--- config.mk ---
export PLATFORM = sky130hd
export DESIGN_NAME = sipo_frame_ctrl_flat
export DESIGN_NICKNAME = d
export VERILOG_FILES = /design/src/rtl/sipo_pkg.sv /design/src/rtl/sipo_frame_ctrl_if.sv /design/src/rtl/sipo_shift_core.sv /design/src/rtl/sipo_frame_ctrl.sv /design/src/flat_wrapper.sv
export SDC_FILE = /design/constraint.sdc
export NUM_CORES = 1
export LEC_CHECK = 0
export ABC_AREA = 1
export CORE_MARGIN = 4
export CORE_UTILIZATION = 54
export DETAILED_ROUTE_END_ITERATION = 8
export PLACE_DENSITY = 0.9
export SLEW_MARGIN = 40
export SYNTH_ARGS = -nofsm -noshare
export SYNTH_HDL_FRONTEND = slang
export SYNTH_SLANG_ARGS = --single-unit
export TNS_END_PERCENT = 50
--- constraint.sdc ---
create_clock -name clk -period 2 [get_ports clk]
set_input_delay 0.4 -clock clk [delete_from_list [all_inputs] [get_ports clk]]
set_output_delay 0.4 -clock clk [all_outputs]
set_load 0.03 [all_outputs]
--- src/rtl/sipo_pkg.sv ---
// Shared definitions for the SIPO frame receiver: controller state encoding
// and the bit-counter width helper.
package sipo_pkg;

    typedef enum logic [1:0] {
        S_IDLE  = 2'd0,
        S_SHIFT = 2'd1,
        S_LOAD  = 2'd2,
        S_WAIT  = 2'd3
    } state_t;

    // Counter must hold 0..width-1; never narrower than one bit.
    function automatic int cnt_width(input int width);
        return (width <= 2) ? 1 : $clog2(width);
    endfunction

endpackage

--- src/rtl/sipo_frame_ctrl_if.sv ---
// Frame-receiver bus: serial-side controls in, parallel word out with a
// valid/ready handshake plus status.
interface sipo_frame_ctrl_if #(
    parameter int WIDTH = 8
);
    logic             start;
    logic             bit_en;
    logic             sin;
    logic             pdata_ready;
    logic [WIDTH-1:0] pdata;
    logic             pdata_valid;
    logic             busy;
    logic             start_err;

    modport master (
        output start, bit_en, sin, pdata_ready,
        input  pdata, pdata_valid, busy, start_err
    );

    modport slave (
        input  start, bit_en, sin, pdata_ready,
        output pdata, pdata_valid, busy, start_err
    );
endinterface

--- src/rtl/sipo_shift_core.sv ---
// Plain WIDTH-bit serial-in shift register; direction chosen at elaboration
// so the first bit received lands in bit 0 (LSB_FIRST) or bit WIDTH-1.
module sipo_shift_core #(
    parameter int WIDTH     = 8,
    parameter bit LSB_FIRST = 1'b1
) (
    input  logic             clk,
    input  logic             rst,
    input  logic             shift_en,
    input  logic             sin,
    output logic [WIDTH-1:0] q
);

    // NOTE: sequential state uses non-blocking (<=) so every flop samples
    // pre-edge values; blocking here would create order-dependent races.
    always_ff @(posedge clk or posedge rst) begin
        if (rst) begin
            q <= '0;
        end else if (shift_en) begin
            if (LSB_FIRST) begin
                q <= {sin, q[WIDTH-1:1]};
            end else begin
                q <= {q[WIDTH-2:0], sin};
            end
        end
    end

endmodule

--- src/rtl/sipo_frame_ctrl.sv ---
// Frame receiver controller: sequences the SIPO core per start pulse, counts
// bit_en-qualified samples and hands completed words to a valid/ready register.
module sipo_frame_ctrl
    import sipo_pkg::*;
#(
    parameter int WIDTH     = 8,
    parameter bit LSB_FIRST = 1'b1
) (
    input  logic              clk,
    input  logic              rst,
    sipo_frame_ctrl_if.slave  bus
);

    localparam int            CW       = cnt_width(WIDTH);
    localparam logic [CW-1:0] LAST_BIT = CW'(WIDTH - 1);

    if (WIDTH < 2 || WIDTH > 32) begin : g_bad_width
        $error("sipo_frame_ctrl: WIDTH must be within 2..32");
    end

    state_t           state;
    state_t           next_state;
    logic [CW-1:0]    bit_cnt;
    logic [WIDTH-1:0] sh_q;
    logic [WIDTH-1:0] pdata_q;
    logic             valid_q;
    logic             err_q;
    logic             shift_en;
    logic             do_load;
    logic             can_load;

    sipo_shift_core #(
        .WIDTH     (WIDTH),
        .LSB_FIRST (LSB_FIRST)
    ) u_core (
        .clk      (clk),
        .rst      (rst),
        .shift_en (shift_en),
        .sin      (bus.sin),
        .q        (sh_q)
    );

    // A word may move into the holding register if it is empty or being drained.
    assign can_load = !valid_q || bus.pdata_ready;

    // NOTE: every signal driven here gets a default first, so no path through
    // the case leaves one unassigned and no latch is inferred.
    always_comb begin
        next_state = state;
        shift_en   = 1'b0;
        do_load    = 1'b0;
        case (state)
            S_IDLE: begin
                if (bus.start) begin
                    next_state = S_SHIFT;
                end
            end
            S_SHIFT: begin
                if (bus.bit_en) begin
                    shift_en = 1'b1;
                    if (bit_cnt == LAST_BIT) begin
                        next_state = S_LOAD;
                    end
                end
            end
            S_LOAD, S_WAIT: begin
                if (can_load) begin
                    do_load    = 1'b1;
                    next_state = S_IDLE;
                end else begin
                    next_state = S_WAIT;
                end
            end
            default: next_state = S_IDLE;
        endcase
    end

    always_ff @(posedge clk or posedge rst) begin
        if (rst) begin
            state   <= S_IDLE;
            bit_cnt <= '0;
        end else begin
            state <= next_state;
            if (state == S_IDLE && bus.start) begin
                bit_cnt <= '0;
            end else if (shift_en) begin
                bit_cnt <= (bit_cnt == LAST_BIT) ? '0 : bit_cnt + 1'b1;
            end
        end
    end

    // Holding register: a load wins over a consume, so back-to-back words never bubble.
    always_ff @(posedge clk or posedge rst) begin
        if (rst) begin
            pdata_q <= '0;
            valid_q <= 1'b0;
            err_q   <= 1'b0;
        end else begin
            err_q <= bus.start && (state != S_IDLE);
            if (do_load) begin
                pdata_q <= sh_q;
                valid_q <= 1'b1;
            end else if (valid_q && bus.pdata_ready) begin
                valid_q <= 1'b0;
            end
        end
    end

    assign bus.pdata       = pdata_q;
    assign bus.pdata_valid = valid_q;
    assign bus.busy        = (state != S_IDLE);
    assign bus.start_err   = err_q;

    a_cnt_range : assert property (@(posedge clk) disable iff (rst)
        bit_cnt <= LAST_BIT);

    a_hold_stable : assert property (@(posedge clk) disable iff (rst)
        (valid_q && !bus.pdata_ready) |=> $stable(pdata_q));

endmodule
--- src/flat_wrapper.sv ---
// flat-port wrapper written by rule: the top's interface ports become plain ports
module sipo_frame_ctrl_flat import sipo_pkg::*;
#(
    parameter int WIDTH     = 8,
    parameter bit LSB_FIRST = 1'b1
)
  (clk, rst, bus_start, bus_bit_en, bus_sin, bus_pdata_ready, bus_pdata, bus_pdata_valid, bus_busy, bus_start_err);
  sipo_frame_ctrl_if #(.WIDTH(WIDTH)) bus_i ();
  input  logic clk;
  input  logic rst;
  input wire logic [$bits(bus_i.start)-1:0] bus_start;
  input wire logic [$bits(bus_i.bit_en)-1:0] bus_bit_en;
  input wire logic [$bits(bus_i.sin)-1:0] bus_sin;
  input wire logic [$bits(bus_i.pdata_ready)-1:0] bus_pdata_ready;
  output wire logic [$bits(bus_i.pdata)-1:0] bus_pdata;
  output wire logic [$bits(bus_i.pdata_valid)-1:0] bus_pdata_valid;
  output wire logic [$bits(bus_i.busy)-1:0] bus_busy;
  output wire logic [$bits(bus_i.start_err)-1:0] bus_start_err;
  assign bus_i.start = bus_start;
  assign bus_i.bit_en = bus_bit_en;
  assign bus_i.sin = bus_sin;
  assign bus_i.pdata_ready = bus_pdata_ready;
  assign bus_pdata = bus_i.pdata;
  assign bus_pdata_valid = bus_i.pdata_valid;
  assign bus_busy = bus_i.busy;
  assign bus_start_err = bus_i.start_err;
  sipo_frame_ctrl #(.WIDTH(WIDTH), .LSB_FIRST(LSB_FIRST)) u_core (.clk(clk), .rst(rst), .bus(bus_i));
endmodule
# [Word level (Yosys, flattened, before mapping)]
# Index checks and enable logic that the tools add are counted.
[totals] register_bits=23 out_inout_bits=11
[op_classes] eq_ne=7 n_reduce_logical=11 n_mux=14 add_sub_neg=1
[ops] cell="2-to-1 mux 3 bit" n=3
[ops] cell="2-to-1 mux 2 bit" n=4
[ops] cell="2-to-1 mux 1 bit" n=6
[ops] cell="case mux 2 bit (3 select lines)" n=1
[ops] cell="nonzero test 2 bit" n=3
[ops] cell="equality test 2 bit (second input constant)" n=2
[ops] cell="!= test 2 bit (second input constant)" n=2
[ops] cell="adder 3 x 1 -> 3 bit (second input constant)" n=1
[ops] cell="equality test 3 bit (second input constant)" n=1
[ops] cell="logical AND 1 bit" n=3
[ops] cell="AND reduction 3 bit" n=1
[ops] cell="equality test 2 x 1 -> 1 bit (second input constant)" n=1
[ops] cell="logical NOT 2 bit" n=1
[ops] cell="!= test 2 x 1 -> 1 bit (second input constant)" n=1
[ops] cell="OR reduction 2 bit" n=1
[ops] cell="logical NOT 1 bit" n=1
[ops] cell="logical OR 1 bit" n=1

# [Logic depth before layout (Yosys ltp)]
[depth] ltp_word=5 mapped_depth=6

# [Cells and area by module]
# A second synthesis with hierarchy kept.
[hier_totals] cells_unflattened=108 area_unflattened_um2=948.4
[modules_own_cells] module="sipo_frame_ctrl" n_inst=1 area_per_inst_um2=639.4 cells_per_inst=73
[modules_own_cells] module="sipo_shift_core" n_inst=1 area_per_inst_um2=309.0 cells_per_inst=35

# [Worst setup path after synthesis]
# OpenSTA, ideal clock, no wires.
[synth_path] path_kind="flip-flop to output port" startpoint="register u_core.state[1]" endpoint="output port bus_busy" path_buffers=0 path_slack_ps=831 required_time_ps=1600 arrival_time_ps=769 stages_incl_launch_ff=3 path_cell_list="dfrtp_1 -> nor2_1 -> inv_1"
[synth_via] elab_chain_len=1
[synth_rtl] element="start: declaration" line="sipo_frame_ctrl.sv:21" text="state_t state;"
[synth_rtl] element="start signal: assignment" line="sipo_frame_ctrl.sv:83" text="state <= next_state;"
[synth_rtl] element="nonzero test 2 bit" line="sipo_frame_ctrl.sv:111" text="assign bus.busy = (state != S_IDLE);"
[synth_rtl] element="end: declaration" line="flat_wrapper.sv:17" text="output wire logic [$bits(bus_i.busy)-1:0] bus_busy;"
# No other way between the ends.

# [Worst setup path in the final report]
[layout_path] startpoint="register u_core.valid_q, in the netlist u_core.bus.pdata_valid" endpoint="output port bus_pdata_valid"
[layout_rtl] element="start: declaration" line="sipo_frame_ctrl.sv:26" text="logic valid_q;"
[layout_rtl] element="start signal: assignment" line="sipo_frame_ctrl.sv:96" text="valid_q <= 1'b0;"
[layout_rtl] element="start signal: assignment" line="sipo_frame_ctrl.sv:102" text="valid_q <= 1'b1;"
[layout_rtl] element="start signal: assignment" line="sipo_frame_ctrl.sv:104" text="valid_q <= 1'b0;"
[layout_rtl] element="end: declaration" line="flat_wrapper.sv:16" text="output wire logic [$bits(bus_i.pdata_valid)-1:0] bus_pdata_valid;"
# No word-level cell between the ends.

==> parameters.txt <==
Parameter                              Value

Route
  Total detailed-routing wirelength ... 1.800 mm
  Routed met2 length ... 951 µm
  Iteration count of the initial detailed-routing pass ... 4
  Met1 wire length ... about 750 µm
  Count of antenna-violating nets left after detailed routing ... 0
  Wirelength per Cell ... 11.92 µm
  Via count ... 732
  Highest metal layer with signal wires ... met4
  Met3 routed WL ... approximately 67 µm
  Vias per cell ... 4.848
  1st-iter DRT viols ... 16
  Number of DRC violations after detailed routing ... 0

Yosys
  Post-synthesis sequential element count ... 23
  Mean instance size in the synthesized netlist ... 9.039 µm²
  Fraction of synthesized cell area taken by the top area cell type ... 59.51%
  Largest area contributor in the netlist ... sky130_fd_sc_hd__dfrtp_1
  Register area share after synthesis ... 59.51%
  Mapped Cells ... approximately 110
  Biggest area contributors in the synthesized netlist ... sky130_fd_sc_hd__dfrtp_1, sky130_fd_sc_hd__nand2_1, sky130_fd_sc_hd__nand3_1
  Syn Nets ... around 120
  Top flip-flop cell by instance count after synthesis ... sky130_fd_sc_hd__dfrtp_1
  Summed instance area of the synthesized netlist ... 967.2 µm²
  Cell variety after synth ... 11
  Most common library cells after synthesis ... sky130_fd_sc_hd__nand2_1, sky130_fd_sc_hd__dfrtp_1, sky130_fd_sc_hd__nand3_1
  Share of flip-flops with an asynchronous set or reset after synthesis ... 100.0%
  Count of warnings emitted by yosys ... 0
  Most frequently used cell type in the post-synthesis netlist ... sky130_fd_sc_hd__nand2_1
  EDFF count, synth ... 0

Placed design
  Routability cong. ... 0.7783
  Half-perimeter wire length after placement ... 1.309 mm
  Count of buffers from port buffering ... 16

Clocking
  Number of H-tree levels ... 1
  CTS Buf Count ... 3
  Post-CTS setup-driven buffer insertion count ... 0
  Clock sink count ... 23
  CTS tree ... done
  Clock latency of the later-clocked register in the worst-skew pair ... 0.31 ns
  CTS clock-pin slew for the worst setup and hold paths ... 0.12 ns
  CTS Buffer Depth ... 2
  Clock root buffer master ... sky130_fd_sc_hd__clkbuf_4

Floorplanning
  Initial standard-cell utilization of the core ... 56.63%
  I/O pin count ... 17
  Count of standard-cell rows ... 15
  Standard cell core area ... 1708 µm²
  Floorplan die area ... 2532 µm²
  Die height ... about 50 µm
  Width of the die ... between 50 and 60 µm

Layout
  Sequential cell area ... 575.6 µm²
  Number of inserted diodes ... 0
  Number of fillers in the final layout ... 130
  Area overhead of the layout relative to synthesis ... 20.96%
  Layout cells sized above 1 ... 10.32%
  Area taken by multi-input logic gates ... 342.8 µm²
  Final net count ... 135

Run status
  Run status ... finished, final reports clean

Timing
  Setup TNS ... 0 ns
  Worst Clk Skew ... around 0.0014 ns
  Final critical path time including I/O delays and setup ... 1.868 ns
  Actual transition at the worst max-transition pin ... about 0.31 ns
  Worst slew margin ... roughly four fifths
  Final count of negative-setup-slack endpoints ... 0
  Number of max-slew violations in the final report ... 0
  Achievable frequency ... 535.5 MHz
  Final clock period utilization by the worst path ... 93.38%
  Setup repair after global routing missed its margin ... no
  Number of hold violations in the final report ... 0
  Worst hold slack ... 0.4297 ns

Worst setup path
  Cell-by-cell trace of the critical path ... clkdlybuf4s50_1
  Type of destination of the critical path ... output pin
  Crit path required time ... 1.60 ns
  Top delay family on crit path ... buffers and inverters
  Number of buffer and inverter instances along the worst setup path ... 1
  Reg2Reg Capture Point ... u_core.state[1]$_DFFE_PP0P_
  Worst-path maximum fanout ... 4
  Number of cells on the critical path ... 1
  Startpoint types ... flop
  WS Path Type ... flop to output pin
  Path depth of the worst reg2reg path ... 6
  Slowest stage cell, crit path ... sky130_fd_sc_hd__clkdlybuf4s50_1
  Worst setup slack for register-to-register paths ... 0.75 ns
  Reg-to-Reg Start ... u_core.bit_cnt[0]$_DFFE_PP0P_
  Data arrival time of the critical path ... between 1 and 1.5 ns
  Crit-path max cell delay ... 0.71 ns

Global routing
  Overall Global Routing Usage ... 16.35%
  Overflow after GRT ... 0
  Wire length of the first global-routing pass ... just over 3 mm
  Pin count of the biggest net entering global routing ... 24
  Via count of the first global-routing pass ... between 700 and 800
  Number of antenna violations at the first check in global routing ... 0

Flow run
  Number of maximum-capacitance violations ... 0

Power and ir drop
  Largest voltage drop on the vdd net ... 0.7788 mV
  Standby leakage power ... 0.6344 nW
  Power per Cell Area ... about 1600 nW/µm²

Hold path
  Type of the most critical hold path ... input pin to asynchronous set/reset pin
-- timing repair --
action	CTS	global route
setup endpoints to repair	1	0
hold endpoints to repair	0	0
resized for setup	1	0
hold buffers	0	0
-- final cells by class --
class / instances / share of cell area [%]
clock buffer: 3 / 1.925
inverter: 7 / 2.246
sequential: 23 / 49.20
multi-input combinational: 75 / 29.30
tap: 25 / 2.674
timing repair buffer: 17 / 14.22
clock inverter: 1 / 0.4278
-- worst max path at each step --
stage                                       startpoint         endpoint
floorplan                  u_core.state[1]$_DFFE_PP0P_         bus_busy
global placement           u_core.state[1]$_DFFE_PP0P_         bus_busy
detailed placement         u_core.state[1]$_DFFE_PP0P_         bus_busy
CTS                 u_core.bus.pdata_valid$_DFFE_PP0P_  bus_pdata_valid
global route        u_core.bus.pdata_valid$_DFFE_PP0P_  bus_pdata_valid
finish              u_core.bus.pdata_valid$_DFFE_PP0P_  bus_pdata_valid
-- registers in the layout, summed over array words and instances, names as in the netlist --
register,count
u_core.bit_cnt,3
u_core.state,2
u_core.bus.pdata,8
u_core.u_core.q,8
u_core.bus.start_err,1
u_core.bus.pdata_valid,1
-- per-stage QoR --
stage / cell area (µm²) / util (%) / instances / power, mW / setup slack, ns
after floorplan: 967.2 / - / 107 / 1.347 / 0.8313
after global placement: 1144 / 66.96 / 147 / 1.578 / 0.3451
after detailed placement: 1144 / 66.96 / 147 / 1.633 / 0.3074
after CTS: 1170 / 68.50 / 151 / 1.831 / 0.1181
after global routing: 1170 / 68.50 / 151 / 1.942 / 0.07933
final: 1170 / 68.50 / 151 / 1.819 / 0.1324
-- logic make-up (layout without fill, tap and decap cells) --
family	count (synthesis)	in the layout	synth area share (%)
adder cells (fa/ha/maj)	2	2	2.587
AO/OA/AOI/OAI	1	1	1.682
AND/OR/NAND/NOR	72	72	31.18
flip-flops	23	23	59.51
buffers and inverters	9	28	5.046
-- worst register-to-register path: stages (launching register included) --
cell	delay [ns]
sky130_fd_sc_hd__dfrtp_1	0.43
sky130_fd_sc_hd__ha_1	0.21
sky130_fd_sc_hd__ha_1	0.23
sky130_fd_sc_hd__nand2_1	0.07
sky130_fd_sc_hd__nand3_1	0.09
sky130_fd_sc_hd__nand2_1	0.07
sky130_fd_sc_hd__nor2_1	0.04
-- where the power goes --
part / leakage (nW) / switching, mW / internal, mW
clock: 0.0177 / 0.135 / 0.0747
sequential: 0.300 / 0.147 / 0.658
combinational: 0.317 / 0.505 / 0.299
-- routing by layer --
layer | up-vias | global-route usage (%)
li1 | 364 | -
met1 | 343 | 18.63
met2 | 21 | 29.35
met3 | 4 | 2.077
met4 | 0 | 8.969
met5 | - | 0
-- cells in the final DEF, fill, tap and decap left out --
master / count
sky130_fd_sc_hd__nor2_1: 5
sky130_fd_sc_hd__buf_4: 1
sky130_fd_sc_hd__nand3_1: 6
sky130_fd_sc_hd__nand3_4: 1
sky130_fd_sc_hd__inv_2: 2
sky130_fd_sc_hd__dfrtp_1: 23
sky130_fd_sc_hd__nand2_1: 56
sky130_fd_sc_hd__clkdlybuf4s50_1: 15
sky130_fd_sc_hd__dlygate4sd2_1: 1
sky130_fd_sc_hd__clkbuf_4: 3
sky130_fd_sc_hd__inv_1: 5
sky130_fd_sc_hd__ha_1: 2
sky130_fd_sc_hd__a21oi_4: 1
sky130_fd_sc_hd__clkinv_2: 1
sky130_fd_sc_hd__nand2_2: 4
Note: power is estimated with default switching activity, not from simulation.
